File: config.mk
export PLATFORM = sky130hd
export DESIGN_NAME = fetch_queue_flat
export DESIGN_NICKNAME = d
export VERILOG_FILES = /design/src/rtl/fetch_queue_if.sv /design/src/rtl/fetch_queue.sv /design/src/flat_wrapper.sv
export SDC_FILE = /design/constraint.sdc
export NUM_CORES = 1
export LEC_CHECK = 0
export CAP_MARGIN = 20
export CORE_AREA = 4 4 152 154
export CTS_CLUSTER_DIAMETER = 50
export DETAILED_ROUTE_END_ITERATION = 10
export DIE_AREA = 0 0 156 158
export GPL_TIMING_DRIVEN = 0
export PLACE_DENSITY = 0.79
export SETUP_SLACK_MARGIN = 0.4
export SLEW_MARGIN = 40
export SYNTH_ARGS = -nofsm -noshare
export SYNTH_HDL_FRONTEND = slang
export SYNTH_SLANG_ARGS = --single-unit
File: constraint.sdc
create_clock -name clk -period 3.3 [get_ports clk]
set_input_delay 0.33 -clock clk [delete_from_list [all_inputs] [get_ports clk]]
set_output_delay 0.33 -clock clk [all_outputs]
set_load 0.02 [all_outputs]
File: src/rtl/fetch_queue_if.sv
// Fetch-side and decode-side ready/valid handshakes of the instruction queue.
// slave is the queue's view; master is the environment (fetch + decode) view.
interface fetch_queue_if;
  logic        in_valid_i;
  logic        in_ready_o;
  logic [31:0] in_pc_i;
  logic [31:0] in_instr_i;
  logic        out_valid_o;
  logic        out_ready_i;
  logic [31:0] out_pc_o;
  logic [31:0] out_instr_o;

  modport slave (
    input  in_valid_i, in_pc_i, in_instr_i, out_ready_i,
    output in_ready_o, out_valid_o, out_pc_o, out_instr_o
  );

  modport master (
    output in_valid_i, in_pc_i, in_instr_i, out_ready_i,
    input  in_ready_o, out_valid_o, out_pc_o, out_instr_o
  );
endinterface

File: src/rtl/fetch_queue.sv
// In-order {pc, instr} queue from fetch to decode; 1-cycle push-to-head latency, no bypass.
// in_ready_o depends only on local fullness (no decode-to-fetch path); single-cycle flush.
module fetch_queue #(
  parameter  int DEPTH = 4,
  localparam int PTR_W = $clog2(DEPTH)
) (
  input  logic             clk,
  input  logic             rst_n,
  input  logic             flush_i,
  fetch_queue_if.slave     q,
  output logic [PTR_W:0]   count_o,
  output logic             empty_o,
  output logic             full_o
);

  typedef struct packed {
    logic [31:0] pc;
    logic [31:0] instr;
  } entry_t;

  localparam entry_t         RESET_ENTRY = '{pc: 32'h0000_0000, instr: 32'h0000_0013};
  localparam logic [PTR_W:0] FULL_CNT    = (PTR_W + 1)'(DEPTH);

  logic [PTR_W-1:0] wr_ptr_q, wr_ptr_d;
  logic [PTR_W-1:0] rd_ptr_q, rd_ptr_d;
  logic [PTR_W:0]   count_q, count_d;
  entry_t           mem_q [DEPTH];
  entry_t           mem_d [DEPTH];
  logic             push;
  logic             pop;

  always_comb begin
    empty_o       = (count_q == '0);
    full_o        = (count_q == FULL_CNT);
    count_o       = count_q;
    q.in_ready_o  = rst_n && !full_o;
    // Hide the head during a flush so decode never takes a wrong-path entry.
    q.out_valid_o = !empty_o && !flush_i;
    q.out_pc_o    = mem_q[rd_ptr_q].pc;
    q.out_instr_o = mem_q[rd_ptr_q].instr;

    push = q.in_valid_i && q.in_ready_o && !flush_i;
    pop  = q.out_valid_o && q.out_ready_i;

    wr_ptr_d = wr_ptr_q;
    rd_ptr_d = rd_ptr_q;
    count_d  = count_q;
    mem_d    = mem_q;

    if (push) begin
      mem_d[wr_ptr_q] = '{pc: q.in_pc_i, instr: q.in_instr_i};
    end

    if (flush_i) begin
      wr_ptr_d = '0;
      rd_ptr_d = '0;
      count_d  = '0;
    end else begin
      if (push) wr_ptr_d = wr_ptr_q + 1'b1;
      if (pop)  rd_ptr_d = rd_ptr_q + 1'b1;
      if (push && !pop)      count_d = count_q + 1'b1;
      else if (pop && !push) count_d = count_q - 1'b1;
    end
  end

  always_ff @(posedge clk) begin
    if (!rst_n) begin
      wr_ptr_q <= '0;
      rd_ptr_q <= '0;
      count_q  <= '0;
      for (int i = 0; i < DEPTH; i++) begin
        mem_q[i] <= RESET_ENTRY;
      end
    end else begin
      wr_ptr_q <= wr_ptr_d;
      rd_ptr_q <= rd_ptr_d;
      count_q  <= count_d;
      mem_q    <= mem_d;
    end
  end

endmodule

File: src/flat_wrapper.sv
// flat-port wrapper written by rule: the top's interface ports become plain ports
module fetch_queue_flat 
#(
  parameter  int DEPTH = 4,
  localparam int PTR_W = $clog2(DEPTH)
)
  (clk, rst_n, flush_i, count_o, empty_o, full_o, q_in_valid_i, q_in_pc_i, q_in_instr_i, q_out_ready_i, q_in_ready_o, q_out_valid_o, q_out_pc_o, q_out_instr_o);
  fetch_queue_if q_i ();
  input  logic clk;
  input  logic rst_n;
  input  logic flush_i;
  output logic [PTR_W:0] count_o;
  output logic empty_o;
  output logic full_o;
  input wire logic [$bits(q_i.in_valid_i)-1:0] q_in_valid_i;
  input wire logic [$bits(q_i.in_pc_i)-1:0] q_in_pc_i;
  input wire logic [$bits(q_i.in_instr_i)-1:0] q_in_instr_i;
  input wire logic [$bits(q_i.out_ready_i)-1:0] q_out_ready_i;
  output wire logic [$bits(q_i.in_ready_o)-1:0] q_in_ready_o;
  output wire logic [$bits(q_i.out_valid_o)-1:0] q_out_valid_o;
  output wire logic [$bits(q_i.out_pc_o)-1:0] q_out_pc_o;
  output wire logic [$bits(q_i.out_instr_o)-1:0] q_out_instr_o;
  assign q_i.in_valid_i = q_in_valid_i;
  assign q_i.in_pc_i = q_in_pc_i;
  assign q_i.in_instr_i = q_in_instr_i;
  assign q_i.out_ready_i = q_out_ready_i;
  assign q_in_ready_o = q_i.in_ready_o;
  assign q_out_valid_o = q_i.out_valid_o;
  assign q_out_pc_o = q_i.out_pc_o;
  assign q_out_instr_o = q_i.out_instr_o;
  fetch_queue #(.DEPTH(DEPTH)) u_core (.clk(clk), .rst_n(rst_n), .flush_i(flush_i), .q(q_i), .count_o(count_o), .empty_o(empty_o), .full_o(full_o));
endmodule
==> impl_metrics.env <==
export IMPL_status="complete, no violations"
export IMPL_pwr_share_comb_pct=8.3
export IMPL_drt_iter0_markers=944
export IMPL_fmax_mhz=351
export IMPL_grt_first_pass_wirelength_microns=56900
export IMPL_synth_warnings=0
export IMPL_worstSetupEndpointType="output port"
export IMPL_synth_seq_cells=263
export IMPL_timing_final_crit_share_pct=86.4
export IMPL_hold_buffers=0
export IMPL_start_util_pct=55.4
export IMPL_p_clk_share_pct=46.8
export IMPL_finalSetupTns_ns=0
export IMPL_p_int_mw=5.50
export IMPL_slowest_stage="clkdlybuf4s50_1"
export IMPL_finish_net_count=1524
export IMPL_boundaryPins=140
export IMPL_grtUsageMet3_pct=4.67
export IMPL_crit_start="u_core.rd_ptr_q[0]"
export IMPL_finalSetupViolations=0
export IMPL_vias=10688
export IMPL_grt_max_degree=16
export IMPL_critPathTopFamily="buffers and inverters"
export IMPL_crit_arrival_ns=2.52
export IMPL_maxCapViolations=0
export IMPL_portBuffers=139
export IMPL_p_sw_share_pct=24.4
export IMPL_tightest_slew_ns=0.843
export IMPL_avgSynthCellArea_sq_um=9.40
export IMPL_die_w_microns=156
export IMPL_rows=54
export IMPL_dp_hpwl_microns=24000
export IMPL_clock_skew_ns=0.0115
export IMPL_cp_num_buf_inv=3
export IMPL_cts_tree="yes"
export IMPL_p_leak_nw=5.31
export IMPL_crit_type="reg -> out"
export IMPL_cp_start_kind="flop"
export IMPL_rsz0062_at_grt="yes"
export IMPL_route_detailed_drc=0
export IMPL_busiest_layer="met2"
export IMPL_timing_slew_headroom_pct=43.6
export IMPL_layout_min_cycle_time_ns=2.85
export IMPL_cp_required_ns=2.97
export IMPL_place_gp_congestion=0.848
export IMPL_areaGrowthSynthToFinish_pct=23.3
export IMPL_wl_per_cell_microns=20.4
export IMPL_netlist_area_sq_mm=0.0120
export IMPL_vias_per_cell=6.10
export IMPL_p_sw_mw=1.77
export IMPL_fillers=1730
export IMPL_hold_viol=0
export IMPL_clock_latency_ns=0.55
export IMPL_overflow=0
export IMPL_cp_cell_sequence="clkbuf_1 > buf_4 > mux4_2 > clkdlybuf4s50_1"
export IMPL_first_global_vias=10656
export IMPL_root_buffer="clkbuf_16"
export IMPL_finalWirelength_microns=35800
export IMPL_regToRegStartpoint="u_core.count_o[0]"
export IMPL_grt_total_usage_pct=28.6
export IMPL_rrSetupSlack_ns=0.63
export IMPL_core_area_sq_mm=0.0217
export IMPL_cts_buffers=29
export IMPL_dr_pass1_iters=6
export IMPL_synth_cell_type_count=30
export IMPL_antenna_cells=0
export IMPL_placed_area_sq_mm=0.0138
export IMPL_die_area_sq_mm=0.0246
export IMPL_reg2reg_depth=12
export IMPL_endpoint="q_out_pc_o[31]"
export IMPL_path_max_fanout=10
export IMPL_clkTransAtPathRegs_ns=0.06
export IMPL_power_frac_seq_pct=44.9
export IMPL_ir_drop_v=0.000375
export IMPL_p_per_area_mw_per_mm2=491
export IMPL_syn_inst=1277
export IMPL_drive_gt1_share_pct=25.1
export IMPL_hold_class="in -> reg"
export IMPL_ant_nets=0
export IMPL_fin_area_sq_mm=0.0148
export IMPL_antenna_found_initial=1
export IMPL_synth_nets=1352
export IMPL_htree_num_levels=1
export IMPL_finalMaxSlewViolations=0
export IMPL_crit_cells=4
export IMPL_grtUsageMet1_pct=38.0
export IMPL_worst_r2r_endpoint="u_core.count_o[2]"
export IMPL_die_y_microns=158
export IMPL_clock_sinks=263
export IMPL_ys_seq_area_share_pct=43.8
export IMPL_grtUsageMet2_pct=47.9
export IMPL_clock_path_buffers=3
export IMPL_cpPeakStageDelay_ns=0.61
per-layer routing:
metal	wire length, microns	up-vias
met5	20	-
li1	-	4897
met1	14500	5156
met4	996	2
met3	3070	86
met2	17200	547
power by group through the flow:
stage	sequential, mW	clock (mW)	combinational (mW)
6_report	3.26	3.40	0.604
5_1_grt	3.27	3.56	0.638
4_1_cts	3.26	3.41	0.597
3_5_place_dp	3.33	0	0.603
3_3_place_gp	3.33	0	0.597
2_1_floorplan	3.33	0	0.293
synthesized netlist by cell type:
| cell | number | area [sq um] |
|---|---|---|
| or3b_1 | 1 | 8.76 |
| nand3b_1 | 1 | 7.51 |
| and4b_1 | 4 | 40.0 |
| o21ai_1 | 7 | 35.0 |
| xor2_1 | 2 | 17.5 |
| nor2_4 | 3 | 33.8 |
| or3_1 | 3 | 18.8 |
| dfxtp_1 | 263 | 5270 |
| fa_1 | 1 | 20.0 |
| mux2i_1 | 1 | 10.0 |
| o21ai_2 | 180 | 1580 |
| a21oi_1 | 17 | 85.1 |
| buf_8 | 1 | 15.0 |
| buf_1 | 24 | 90.1 |
| nand4b_1 | 4 | 35.0 |
| buf_2 | 32 | 160 |
| nand3_1 | 246 | 1230 |
| inv_1 | 4 | 15.0 |
| and2_1 | 1 | 6.26 |
| buf_6 | 19 | 214 |
| buf_4 | 7 | 52.6 |
| nand2b_1 | 2 | 12.5 |
| nor3_1 | 14 | 70.1 |
| o21ai_0 | 74 | 370 |
| clkbuf_1 | 47 | 176 |
| ha_1 | 5 | 62.6 |
| inv_2 | 1 | 3.75 |
| nand2_1 | 245 | 920 |
| mux4_2 | 64 | 1440 |
| nor2_1 | 4 | 15.0 |
registers in the layout (all words and copies together) (netlist names):
register	count
u_core.mem_q	256
u_core.count_o	3
u_core.rd_ptr_q	2
u_core.wr_ptr_q	2
per-stage QoR:
stage	total power, mW	setup slack [ns]	std cells	utilization, %	hold WS, ns
after floorplan	3.62	0.506	1277	-	0.433
after global placement	3.93	0.313	1696	63.4	0.441
after detailed placement	3.94	0.298	1696	63.4	0.448
after CTS	7.27	0.331	1750	68.1	0.440
after global routing	7.47	0.376	1752	68.3	0.446
final	7.27	0.449	1752	68.3	0.437
cells by family (layout without fill, tap and decap cells):
kind of cell | after synthesis | after routing | share of synthesized area [%]
AOI/OAI and AO/OA | 278 | 278 | 17.2
xor gates and xnor gates | 2 | 2 | 0.146
adders and majority gates | 6 | 6 | 0.688
buffers and inverters | 135 | 330 | 6.05
DFF | 263 | 263 | 43.8
muxes | 65 | 65 | 12.1
and+or+nand+nor | 528 | 528 | 20.0
cell type report:
class	instances	area, sq um	area share (%)
Multi-Input combinational cell	879	6020	40.6
Timing Repair Buffer	141	1410	9.49
Sequential cell	263	5270	35.5
Clock inverter	20	236	1.60
Inverter	5	18.8	0.127
Tap cell	280	350	2.37
Buffer	130	746	5.03
Clock buffer	34	774	5.23
layout by cell type (no fill, tap or decap), types with 23 or more instances in the layout:
master           instances
dfxtp_1                263
nand3_1                246
nand2_1                245
o21ai_2                180
clkdlybuf4s50_1        113
o21ai_0                 74
mux4_2                  64
clkbuf_1                44
buf_2                   31
clkbuf_16               29
buf_6                   23
worst min path at each step:
stage,start,end,cells past startpoint
global placement,u_core.mem_q[250],u_core.mem_q[250],2
CTS,q_in_pc_i[12],u_core.mem_q[172],3
detailed placement,u_core.mem_q[173],u_core.mem_q[173],2
global route,q_in_pc_i[25],u_core.mem_q[57],3
floorplan,u_core.mem_q[127],u_core.mem_q[127],2
finish,q_in_pc_i[25],u_core.mem_q[185],3
worst min-delay path, cell delays in order:
cell,delay [ns]
clkdlybuf4s50_1,0.46
nand3_1,0.11
o21ai_2,0.05
repair_timing:
item,4_1_cts,5_1_grt
endpoints found under the setup margin,58,16
resized for setup,36,9
gates cloned,0,0
setup buffers,0,2
No activity file was read; power rests on OpenSTA's default activity.
